### config.mk
export PLATFORM = sky130hd
export DESIGN_NAME = pulse_interval_meter
export DESIGN_NICKNAME = d
export VERILOG_FILES = /design/src/rtl/pulse_interval_meter.sv
export SDC_FILE = /design/constraint.sdc
export NUM_CORES = 1
export LEC_CHECK = 0
export ABC_AREA = 1
export CORE_UTILIZATION = 23
export CTS_CLUSTER_DIAMETER = 150
export DETAILED_ROUTE_END_ITERATION = 8
export GPL_ROUTABILITY_DRIVEN = 0
export PLACE_DENSITY_LB_ADDON = 0.2
export SLEW_MARGIN = 20
export SYNTH_ARGS = -nofsm -noshare
export SYNTH_HDL_FRONTEND = slang
export SYNTH_SLANG_ARGS = --single-unit
### constraint.sdc
create_clock -name clk2 -period 2.22 [get_ports clk2]
set_input_delay 0.444 -clock clk2 [delete_from_list [all_inputs] [get_ports clk2]]
set_output_delay 0.444 -clock clk2 [all_outputs]
set_load 0.01 [all_outputs]
### src/rtl/pulse_interval_meter.sv
// Slow-domain pulse event meter: detects rising edges of a synchronized strobe, measures the
// clk2 gap to the previous event and queues {first, sat, gap} records behind valid/ready.
module pulse_interval_meter #(
    parameter int unsigned CNT_W = 16,
    parameter int unsigned DEPTH = 4
) (
    input  logic                     clk2,
    input  logic                     rst,
    input  logic                     pulse_in,
    output logic                     ev_valid,
    input  logic                     ev_ready,
    output logic [CNT_W-1:0]         ev_gap,
    output logic                     ev_first,
    output logic                     ev_sat,
    output logic [$clog2(DEPTH):0]   level,
    output logic                     ovf
);

    localparam int unsigned AW = $clog2(DEPTH);
    localparam int unsigned LW = AW + 1;
    localparam int unsigned RW = CNT_W + 2;
    localparam logic [CNT_W-1:0] GapMax = '1;

    logic              pulse_d_q;
    logic [CNT_W-1:0]  gap_q, gap_d;
    logic              first_q, first_d;
    logic [AW-1:0]     wptr_q, wptr_d;
    logic [AW-1:0]     rptr_q, rptr_d;
    logic [LW-1:0]     level_q, level_d;
    logic              ovf_q, ovf_d;
    logic [RW-1:0]     mem_q [DEPTH];

    logic              ev_det;
    logic              full;
    logic              pop;
    logic              push;
    logic [RW-1:0]     rec;

    always_comb begin
        ev_det = pulse_in & ~pulse_d_q;
        full   = (level_q == LW'(DEPTH));
        pop    = (level_q != '0) & ev_ready;
        // A full FIFO still accepts the push when the head leaves on the same edge.
        push   = ev_det & (~full | pop);
        rec    = {first_q, (gap_q == GapMax), gap_q};

        gap_d   = gap_q;
        first_d = first_q;
        ovf_d   = ovf_q | (ev_det & full & ~pop);
        wptr_d  = wptr_q;
        rptr_d  = rptr_q;
        level_d = level_q;

        if (ev_det) begin
            gap_d   = CNT_W'(1);
            first_d = 1'b0;
        end else if (gap_q != GapMax) begin
            gap_d = gap_q + 1'b1;
        end

        if (push) wptr_d = wptr_q + 1'b1;
        if (pop)  rptr_d = rptr_q + 1'b1;

        case ({push, pop})
            2'b10:   level_d = level_q + 1'b1;
            2'b01:   level_d = level_q - 1'b1;
            default: level_d = level_q;
        endcase
    end

    always_ff @(posedge clk2) begin
        if (rst) begin
            pulse_d_q <= 1'b0;
            gap_q     <= '0;
            first_q   <= 1'b1;
            wptr_q    <= '0;
            rptr_q    <= '0;
            level_q   <= '0;
            ovf_q     <= 1'b0;
        end else begin
            pulse_d_q <= pulse_in;
            gap_q     <= gap_d;
            first_q   <= first_d;
            wptr_q    <= wptr_d;
            rptr_q    <= rptr_d;
            level_q   <= level_d;
            ovf_q     <= ovf_d;
        end
    end

    // Storage needs no reset: entries are only observed through level/ev_valid.
    always_ff @(posedge clk2) begin
        if (!rst && push) begin
            mem_q[wptr_q] <= rec;
        end
    end

    always_comb begin
        ev_valid = (level_q != '0);
        ev_gap   = mem_q[rptr_q][CNT_W-1:0];
        ev_sat   = mem_q[rptr_q][CNT_W];
        ev_first = mem_q[rptr_q][CNT_W+1];
        level    = level_q;
        ovf      = ovf_q;
    end

endmodule

## Word level (Yosys, flattened, before mapping)

Memory sizes are Yosys's and may differ from the RTL's. A register that Yosys moved wholly into a read port is not among the register bits.
Cells that the tools add are included.

| storage, ports and cells | value |
|---|---|
| input port bits | 4 |
| register bits | 26 |
| memory bits (writable) | 72 |
| word-level logic and storage cells | 42 |
| output and inout port bits | 23 |
| memories kept | 1 |

| operators by class | value |
|---|---|
| mux-type cells | 7 |
| reductions and logical operators | 6 |
| bitwise logic cells | 10 |
| add/subtract/negate cells | 5 |
| eq/ne operators | 5 |

Memories:

| name | words | width | rd ports | clocked after memory_dff | wr ports | line | source |
|---|---|---|---|---|---|---|---|
| mem_q | 4 | 18 | 1 | 1 | 1 | 31 | `logic [RW-1:0] mem_q [DEPTH];` |

Operator list:

| cell | count |
|---|---|
| $add A16 B1 Y16 const B | 1 |
| $eq A16 B16 Y1 const B | 1 |
| $ne A16 B16 Y1 const B | 1 |
| $pmux W3 S2 | 1 |
| $and A1 B1 Y1 | 5 |
| $add A2 B1 Y2 const B | 2 |
| $mux W1 | 4 |
| $mux W2 | 2 |
| $reduce_bool A2 Y1 | 2 |
| $add A3 B1 Y3 const B | 1 |
| $eq A3 B3 Y1 const B | 1 |
| $not A1 Y1 | 3 |
| $reduce_bool A3 Y1 | 1 |
| $sub A3 B1 Y3 const B | 1 |
| $eq A2 B1 Y1 const B | 1 |
| $eq A2 B2 Y1 const B | 1 |
| $or A1 B1 Y1 | 2 |
| $reduce_or A2 Y1 | 1 |
| $logic_and A1 B1 Y1 | 1 |
| $logic_not A1 Y1 | 1 |

## Longest topological paths before layout

Gate-level depths: netlist of the first run.

| depth | value |
|---|---|
| depth in word-level cells | 7 |
| gate-level depth with buffers | 10 |
| mapped depth without buffers | 10 |

## Worst setup path before layout of the first run

OpenSTA, ideal clock, no wires.

| path | value |
|---|---|
| path type | input to register |
| from | in pulse_in |
| to | mem mem_q[0][0] (netlist name), enable pin |
| path slack | 0.285 ns |
| cell stages on the path | 4 |
| setup time | 0.393 ns |
| required time | 1.827 ns |
| arrival | 1.542 ns |
| cells stage by stage | inv_2 -> nor2_4 -> nand3_1 -> nor2_1 |

| on the way | value |
|---|---|
| word-level cells in the longest chain between the ends | 5 |

RTL lines:

| item | line | source |
|---|---|---|
| start, declared | 9 | `input logic pulse_in,` |
| $and A1 B1 Y1 | 40 | `ev_det = pulse_in & ~pulse_d_q;` |
| $and A1 B1 Y1 | 44 | `push = ev_det & (~full \| pop);` |
| $logic_and A1 B1 Y1 | 93 | `if (!rst && push) begin` |
| $mux W1 | 93 |  |
| $mux W1 (not written as such) | 94 | `mem_q[wptr_q] <= rec;` |
| end, declared | 31 |  |

Every way passes these cells.

==> results of run 1 <==
-- timing repair --
action / in CTS / in global routing
hold buffers: 0 / 0
resized for setup: 22 / 0
setup endpoints to repair: 18 / 0
setup buffers: 0 / 0
-- logic make-up (layout without fill, tap and decap cells) --
kind of cell / Yosys count / count (layout) / share of synthesized area (%)
xor+xnor: 2 / 2 / 0.422
flops: 100 / 100 / 65.6
compound gates: 80 / 80 / 10.5
fa+ha+maj: 6 / 6 / 1.99
simple gates: 154 / 154 / 17.0
buf+inv: 47 / 96 / 4.49
-- cell type report --
class | instances | area share, %
flip-flops and latches | 100 | 53.2
repair buffers | 44 | 8.90
inverters | 36 | 2.69
clock inverters | 5 | 0.856
clock buffers | 11 | 4.55
multi-input cells | 242 | 24.3
well taps | 225 | 5.50
-- state kept, by name, summed over array words and instances, names as in the netlist, named ones only --
name and cells:
mem_q 72, gap_q 16, level 3, rptr_q 2
wptr_q 2, first_q 1, ovf 1, pulse_d_q 1
-- worst max path at each step --
| stage | cells after the start | endpoint | from | slack [ns] |
|---|---|---|---|---|
| after CTS | 6 | ev_gap[13] | flop | 0.15 |
| after detailed placement | 9 | level[2] | ev_ready | 0.14 |
| after global routing | 6 | ev_gap[13] | flop | 0.07 |
| after floorplan | 4 | mem_q[0][0] | pulse_in | 0.29 |
| final | 6 | ev_gap[7] | flop | 0.21 |
| after global placement | 6 | ev_gap[3] | flop | 0.15 |
-- power groups by stage --
stage	clock, mW	sequential (mW)	combinational (mW)
after floorplan	0	2.13	0.378
after detailed placement	0	2.14	0.771
after CTS	1.51	2.10	0.719
after global routing	1.57	2.11	0.787
after global placement	0	2.14	0.769
final	1.45	2.10	0.701
-- layout by cell type (no fill, tap or decap), types with 2 or more instances in the layout --
master                            netlist  layout
sky130_fd_sc_hd__clkbuf_1               7       2
sky130_fd_sc_hd__a21oi_1                8       8
sky130_fd_sc_hd__buf_6                  1       2
sky130_fd_sc_hd__ha_1                   5       5
sky130_fd_sc_hd__dfxtp_1               28      27
sky130_fd_sc_hd__nand3_1               14      14
sky130_fd_sc_hd__buf_12                 0       6
sky130_fd_sc_hd__inv_1                 28      28
sky130_fd_sc_hd__nand3b_1               2       2
sky130_fd_sc_hd__dlygate4sd2_1          0      18
sky130_fd_sc_hd__nor2_4                 3       3
sky130_fd_sc_hd__clkbuf_16              0       9
sky130_fd_sc_hd__nand3_2                3       3
sky130_fd_sc_hd__inv_2                  7       6
sky130_fd_sc_hd__nand2_1               51      51
sky130_fd_sc_hd__edfxtp_1              72      72
sky130_fd_sc_hd__buf_4                  0      10
sky130_fd_sc_hd__inv_6                  0       3
sky130_fd_sc_hd__o21ai_0               31      31
sky130_fd_sc_hd__clkdlybuf4s50_1        0       8
sky130_fd_sc_hd__o21ai_1               15      15
sky130_fd_sc_hd__clkinv_4               0       2
sky130_fd_sc_hd__a31oi_1                6       6
sky130_fd_sc_hd__nand2_2                2       2
sky130_fd_sc_hd__nand4_1                5       5
sky130_fd_sc_hd__nor2_1                63      63
sky130_fd_sc_hd__nor2_2                 6       6
sky130_fd_sc_hd__o22ai_1               18      18
-- layer usage --
| layer | vias up | GRT usage, % |
|---|---|---|
| met5 | - | 0 |
| met4 | 0 | 4.44 |
| met3 | 4 | 1.83 |
| met2 | 32 | 17.4 |
| met1 | 1343 | 13.7 |
| li1 | 1442 | - |
==> summary by stage, run 1 <==
Synth
The biggest area contributor in the post-synthesis netlist is sky130_fd_sc_hd__edfxtp_1. The number of instances in the synthesized netlist is 389. By count the netlist is led by sky130_fd_sc_hd__edfxtp_1 (72), sky130_fd_sc_hd__nor2_1 (63), sky130_fd_sc_hd__nand2_1 (51). The number of warnings reported in the yosys synthesis log is 0. The average instance in the mapped netlist occupies 10.7 um2.

By area the synthesized netlist is led by sky130_fd_sc_hd__edfxtp_1 (52%), sky130_fd_sc_hd__dfxtp_1 (13%), sky130_fd_sc_hd__nor2_1 (5.7%). The number of nets in the synthesized netlist is 399. Sequential cells were found to cover 65.6% of the synthesized design area. The fraction of registers with async set or reset after synthesis is 0%. The summed instance area of the synthesized netlist is 4150 um2.

The most used flip-flop cell after synthesis is sky130_fd_sc_hd__edfxtp_1. The number of synthesized flops with an enable pin is 72. The library cell with the highest instance count after synthesis is sky130_fd_sc_hd__edfxtp_1. In this run, synthesis produced a sequential element count of 100. The top cell type by area accounts for 52.1% of the synthesized area. The unique cell type count in the Yosys netlist is 34.

Critical path
The critical path arrival is 1.57 ns. The slowest stage of the critical path belongs to the cell sky130_fd_sc_hd__dfxtp_1. The critical path's largest stage delay is 0.32 ns. The worst flop-to-flop path startpoint is gap_q[1]. The largest delay contributor family on the critical path is buffers and inverters. Across all register-to-register paths, the minimum setup slack is 0.49 ns. The worst setup path is captured at a primary output.

The number of buffer and inverter stages on the critical path is 4. The worst setup path is of the reg2out kind. The worst flop-to-flop path endpoint is mem_q[2][16]. Traced cell by cell, the critical path runs through buf_12, inv_2, buf_6, o21ai_1, o22ai_1, dlygate4sd2_1.

The largest fanout on the critical path is 19. The kind of launch point of the worst setup path is a flop. Data on the critical path is required at its endpoint by 1.78 ns. For the worst flop-to-flop path, the logic depth is 7.

Power and ir drop
The maximum vdd ir drop is 468 uV. The clock network is responsible for 34.1% of the overall power. The areal power density over the cells is 830 nW/um2. The power dissipated by switching net loads is 1.12 mW. Sequential cells burn 49.4% of the power.

Per report_power, the combinational group accounts for 16.5% of the total. In this run the static leakage power is 1.82 nW. The internal power of the cells totals 3.13 mW. Net switching is 26.3% of the power. Total power for the finished layout comes to 4.25 mW.

Worst hold path
Counting instances, the worst hold path has a depth of 1. The classification of the worst-slack hold path is reg2reg. The destination of the worst hold path is ovf. The worst hold path begins at ovf.

Clock tree
The clock latency reported for the late side of the worst-skew pair is 0.33 ns. The clock-pin slew reported for the worst setup and hold paths after clock tree synthesis is 0.07 ns. TritonCTS built the clock tree.

Clock tree synthesis inserted a total of 9 buffers. The H-tree level count is 3. The TritonCTS sink count is 100. The clock root buffer master is sky130_fd_sc_hd__clkbuf_16.

The number of buffers on the longest clock path is 2.

Route
The highest metal layer with signal wires is met4. Summed over all layers, the routed wires come to 8.96 mm. The post-detailed-route via-to-cell ratio is 4.25. The residual antenna-violating net count after detailed routing is 0. The detailed router finished its first iteration with 210 violations. The met2 layer wire length in the routed design is 4.27 mm. The total length of routed met3 wires is 220 um.

For this run, design rule violations remaining after detail routing come to 0. The routed length per placed instance is 13.5 um. The length of routed wiring on met1 is 4.39 mm.

Detailed routing inserted a total of 2821 vias. The total iterations of the first detailed-routing run is 5.

Global route
The maximum number of pins on one net before global-route repair is 20. The first global-routing pass estimated 14.9 mm of wire. Global routing used 10.6% of the available tracks. The number of antenna violations at the first check in global routing is 0. Global routing finished with a remaining overflow of 0. The number of global-route vias before repair came to 2810.

Floorplan
The initialized floorplan defines 48 standard-cell rows. The initial cell density of the core is 23.8%. The die footprint is 18600 um2.

The chip height is 136 um. The top-level I/O count is 27. In this run the standard cell core region covers 17500 um2.

The die outline width is 136 um.

STA
Setup repair after global routing left no endpoint under its margin. The number of hold-slack violations in the final timing report is 0. The worst path meets setup with 0.206 ns of slack. The remaining max-slew budget at the tightest pin is 76.5%.

The clock period could shrink to 2.01 ns. The max-slew violation count is 0. The total negative slack for setup checks is 0 ns. The actual slew at the worst max-slew pin is 0.351 ns. Setup violations remaining at the end of the flow were counted as 0. Across the routed clock network, the largest skew measured is 0.00719 ns. The minimum hold slack is 0.470 ns. The final critical path takes up 90.7% of the cycle. Based on the critical path, the design can be clocked at up to 497 MHz.

Final layout
The finished layout holds 663 standard cells, fillers aside. In the final design database the tool counted 443 nets. The number of inserted diodes is 0. The share of post-route cells with drive strength above 1 is 13.2%. The area used by sequential logic in the layout is 2720 um2.

After routing the design area is 5120 um2. At the end of the flow the core is filled with cells to 29.3%. Summing all multi-input logic gate instances after layout gives 1240 um2. The count of fill cells added during filler insertion is 1774. Relative to the synthesized area, the layout overhead comes to 23.3%.

Place
The number of buffers added on ports is 26. The number of cells in the design after placement is 647. After detailed placement, the total cell area comes to 4850 um2. The pre-CTS worst setup slack is 0.138 ns.

Detailed placement finished with a half-perimeter wire length of 6.04 mm.

Status
The run finished with clean final reports.

Job
The tool flagged a number of max-cap violations equal to 0.
(Power assumes the default switching activity.)
==> run 2: changes to the inputs <==
==> constraint.sdc (replaced) <==
create_clock -name clk2 -period 2.22 [get_ports clk2]
set_input_delay 0.444 -clock clk2 [delete_from_list [all_inputs] [get_ports clk2]]
set_output_delay 0.444 -clock clk2 [all_outputs]
set_load 0.1 [all_outputs]
==> run 2 against run 1 <==
Against the previous run: sequential cell count did not move; core utilization rose by 1.5 points; global-route usage rose by 0.32 points; die area did not move; via count barely moved; first-iteration DRC count fell by 10%; clock skew fell by 0.0012 ns; non-clock buffer count fell by 5; critical path depth fell by 2; maximum frequency fell by 1.7%; register-to-register slack got worse by 0.03 ns; worst setup slack got worse by 0.034 ns; critical endpoint is now ev_gap[0]; largest power group unchanged.
==> summary by stage, run 2 (same netlist as run 1, synthesis figures left out) <==
Status
The run finished with clean final reports.

Final layout
The count of fill cells added during filler insertion is 1786 (+0.68%). The library cell used most frequently in the layout, excluding fill and tap cells, is sky130_fd_sc_hd__edfxtp_1. The number of flip-flops under the largest register name is 72 (unchanged). In the layout the commonest cells are sky130_fd_sc_hd__edfxtp_1 (72), sky130_fd_sc_hd__nor2_1 (59), sky130_fd_sc_hd__nand2_1 (51).

The area used by sequential logic in the layout is 2730 um2 (about the same). The register with the most flip-flops is mem_q. The number of nets at the end of the flow is 438 (-1.1%).

The footprint of the multi-input gates is 1370 um2 (+9.9%). The share of post-route cells with drive strength above 1 came to 23.1% (+9.9 points). The number of standard cells in the final layout excluding fillers came to 657 (-0.90%). The number of inserted diodes is 0 (unchanged). Relative to the synthesized area, the layout overhead comes to 29.4%.

Power and ir drop
The static leakage power is 1.92 nW (+5.3%). The maximum vdd ir drop is 391 uV (-16%). The areal power density over the cells is 982 nW/um2 (+18%).

Job
The number of max-capacitance violations reported is 0 (unchanged).

Critical path
The number of cells on the worst reg-to-reg path is 7 (unchanged). The critical path's largest stage delay is 0.40 ns (+0.08 ns). The required time at the worst-slack endpoint is 1.78 ns (about the same).

The kind of launch point of the worst setup path is a flop. Among all stages on the critical path, the largest delay is contributed by sky130_fd_sc_hd__dfxtp_1. The kind of end point of the critical path is a primary output. The signal on the critical path passes through buf_4, o21ai_0, o22ai_2, buf_12.

The type of the worst setup path is reg2out. The critical path arrival came to 1.60 ns (+0.03 ns). The largest fanout on the critical path came to 21 (+2).

Floorplan
The chip height came to 136 um (unchanged). The die outline width came to 136 um (unchanged). The die footprint came to 18600 um2 (unchanged). The area inside the core boundary is 17500 um2 (unchanged).

The top-level I/O count is 27 (unchanged). The initial cell density of the core was 23.8% (unchanged). The cell row count was 48 (unchanged).

STA
The total negative slack for setup checks is 0 ns (unchanged). The worst path setup slack after routing is 0.172 ns (-0.0341 ns). The max-slew violation count is 0 (unchanged). The part of the cycle the worst path needs was 92.3% (+1.5 points). Setup repair after global routing left no endpoint under its margin. The minimum hold slack is 0.474 ns (+0.00482 ns). The count of endpoints failing setup in the final report was 0 (unchanged). The worst clock skew was 0.00603 ns (-0.00116 ns).

The actual slew at the worst max-slew pin is 0.387 ns (+0.0360 ns). The clock period minus worst slack is 2.05 ns (+0.0341 ns). The top achievable clock speed is 488 MHz (-1.7%). The remaining max-slew budget at the tightest pin is 74.1% (-2.4 points). The number of hold-slack violations in the final timing report is 0 (unchanged).

Global route
The first-pass GRT wire length is 15.2 mm (+2.2%). The number of global-route vias before repair came to 2894 (+3.0%). The total routing usage reported by global routing is 10.9% (+0.32 points).

The maximum number of pins on one net before global-route repair came to 31 (+55%). The total congestion overflow after global routing is 0 (unchanged). The number of antenna violations at the first check in global routing is 0 (unchanged).

Worst hold path
The worst hold path stage count is 2 (+1). The path class of the tightest hold or removal check is reg2reg.

Route
The first-iteration detailed-routing DRC count is 189 (-10%). The overall via count from detail_route came to 2823 (+0.071%). The total iterations of the first detailed-routing run is 4 (-1). The final routed DRC violation total is 0 (unchanged). The post-detailed-route via-to-cell ratio is 4.30 (+0.98%). The total length of routed wires is 9.13 mm (+1.9%). The residual antenna-violating net count after detailed routing is 0 (unchanged). The routed length per placed instance is 13.9 um (+2.8%).

Clock tree
The TritonCTS sink count is 100 (unchanged). The H-tree level count is 3 (unchanged). The number of buffers inserted during clock tree synthesis is 9 (unchanged). The number of buffers on the longest clock path is 2 (unchanged). The clock latency reported for the late side of the worst-skew pair was 0.34 ns (about the same). The clock-pin slew reported for the worst setup and hold paths after clock tree synthesis came to 0.06 ns (about the same). The number of hold-repair buffers added at the cts stage came to 0 (unchanged). Clock tree synthesis selected as its root buffer the cell sky130_fd_sc_hd__clkbuf_16.

TritonCTS built the clock tree.

Place
The number of cells in the design after placement was 642 (-0.77%). The placed wire-length estimate is 6.18 mm (+2.4%). The pre-CTS worst setup slack is 0.103 ns (-0.0351 ns). The number of buffers added on ports is 26 (unchanged).
-- run 2: changes by cell type in the layout (fill, tap and decap cells not counted), sizes merged --
cell and change:
clkinv +1, dlygate4sd2 -18, clkbuf -2, buf +18
clkinvlp +1, clkdlybuf4s50 -5, inv -1
-- run 2: final timing paths --
path | startpoint | end | slack (ns)
setup reg to reg | gap_q[1] | mem_q[3][16] | 0.46
setup / recovery | flop | ev_gap[0] | 0.17
hold / removal | rptr_q[1] | rptr_q[1] | 0.47
hold reg to reg | rptr_q[1] | rptr_q[1] | 0.47
-- run 2: cell type report --
| type | count | area share, % |
|---|---|---|
| Inverter | 36 | 2.56 |
| Clock inverter | 6 | 0.908 |
| Clock buffer | 9 | 4.19 |
| Timing Repair Buffer | 39 | 10.9 |
| Multi-Input combinational cell | 242 | 25.4 |
| Sequential cell | 100 | 50.7 |
| Tap cell | 225 | 5.24 |
-- run 2: repair_timing --
action	4_1_cts	5_1_grt
setup buffers	0	0
gates resized for setup	0	2
setup endpoints to repair	0	5
-- run 2: power by group --
group	internal, mW	total, mW	switching [mW]	leakage [nW]
logic	0.529	1.72	1.19	0.906
clock network	0.766	1.47	0.700	0.131
registers	2.05	2.10	0.0417	0.878
total	3.35	5.28	1.93	1.92
-- run 2: worst max-delay path, delay by kind of cell (launching register included) --
kind	cells	cell delay (ns)
AO/OA/AOI/OAI	2	0.38
flip-flops	1	0.40
buffers and inverters	2	0.48
-- run 2: per-stage QoR --
stage | total power [mW] | area (um2) | utilization, %
global route | 5.50 | 5370 | 30.7
global placement | 3.87 | 5100 | 29.2
detailed placement | 3.88 | 5100 | 29.2
finish | 5.28 | 5370 | 30.7
floorplan | 3.29 | 4280 | -
CTS | 5.34 | 5370 | 30.7
-- run 2: routing by layer --
layer | wire length [um] | GRT usage [%] | vias to the layer above
li1 | - | - | 1428
met5 | 0 | 0 | -
met1 | 4360 | 13.9 | 1362
met2 | 4480 | 18.0 | 22
met4 | 135 | 4.81 | 0
met3 | 161 | 2.01 | 11
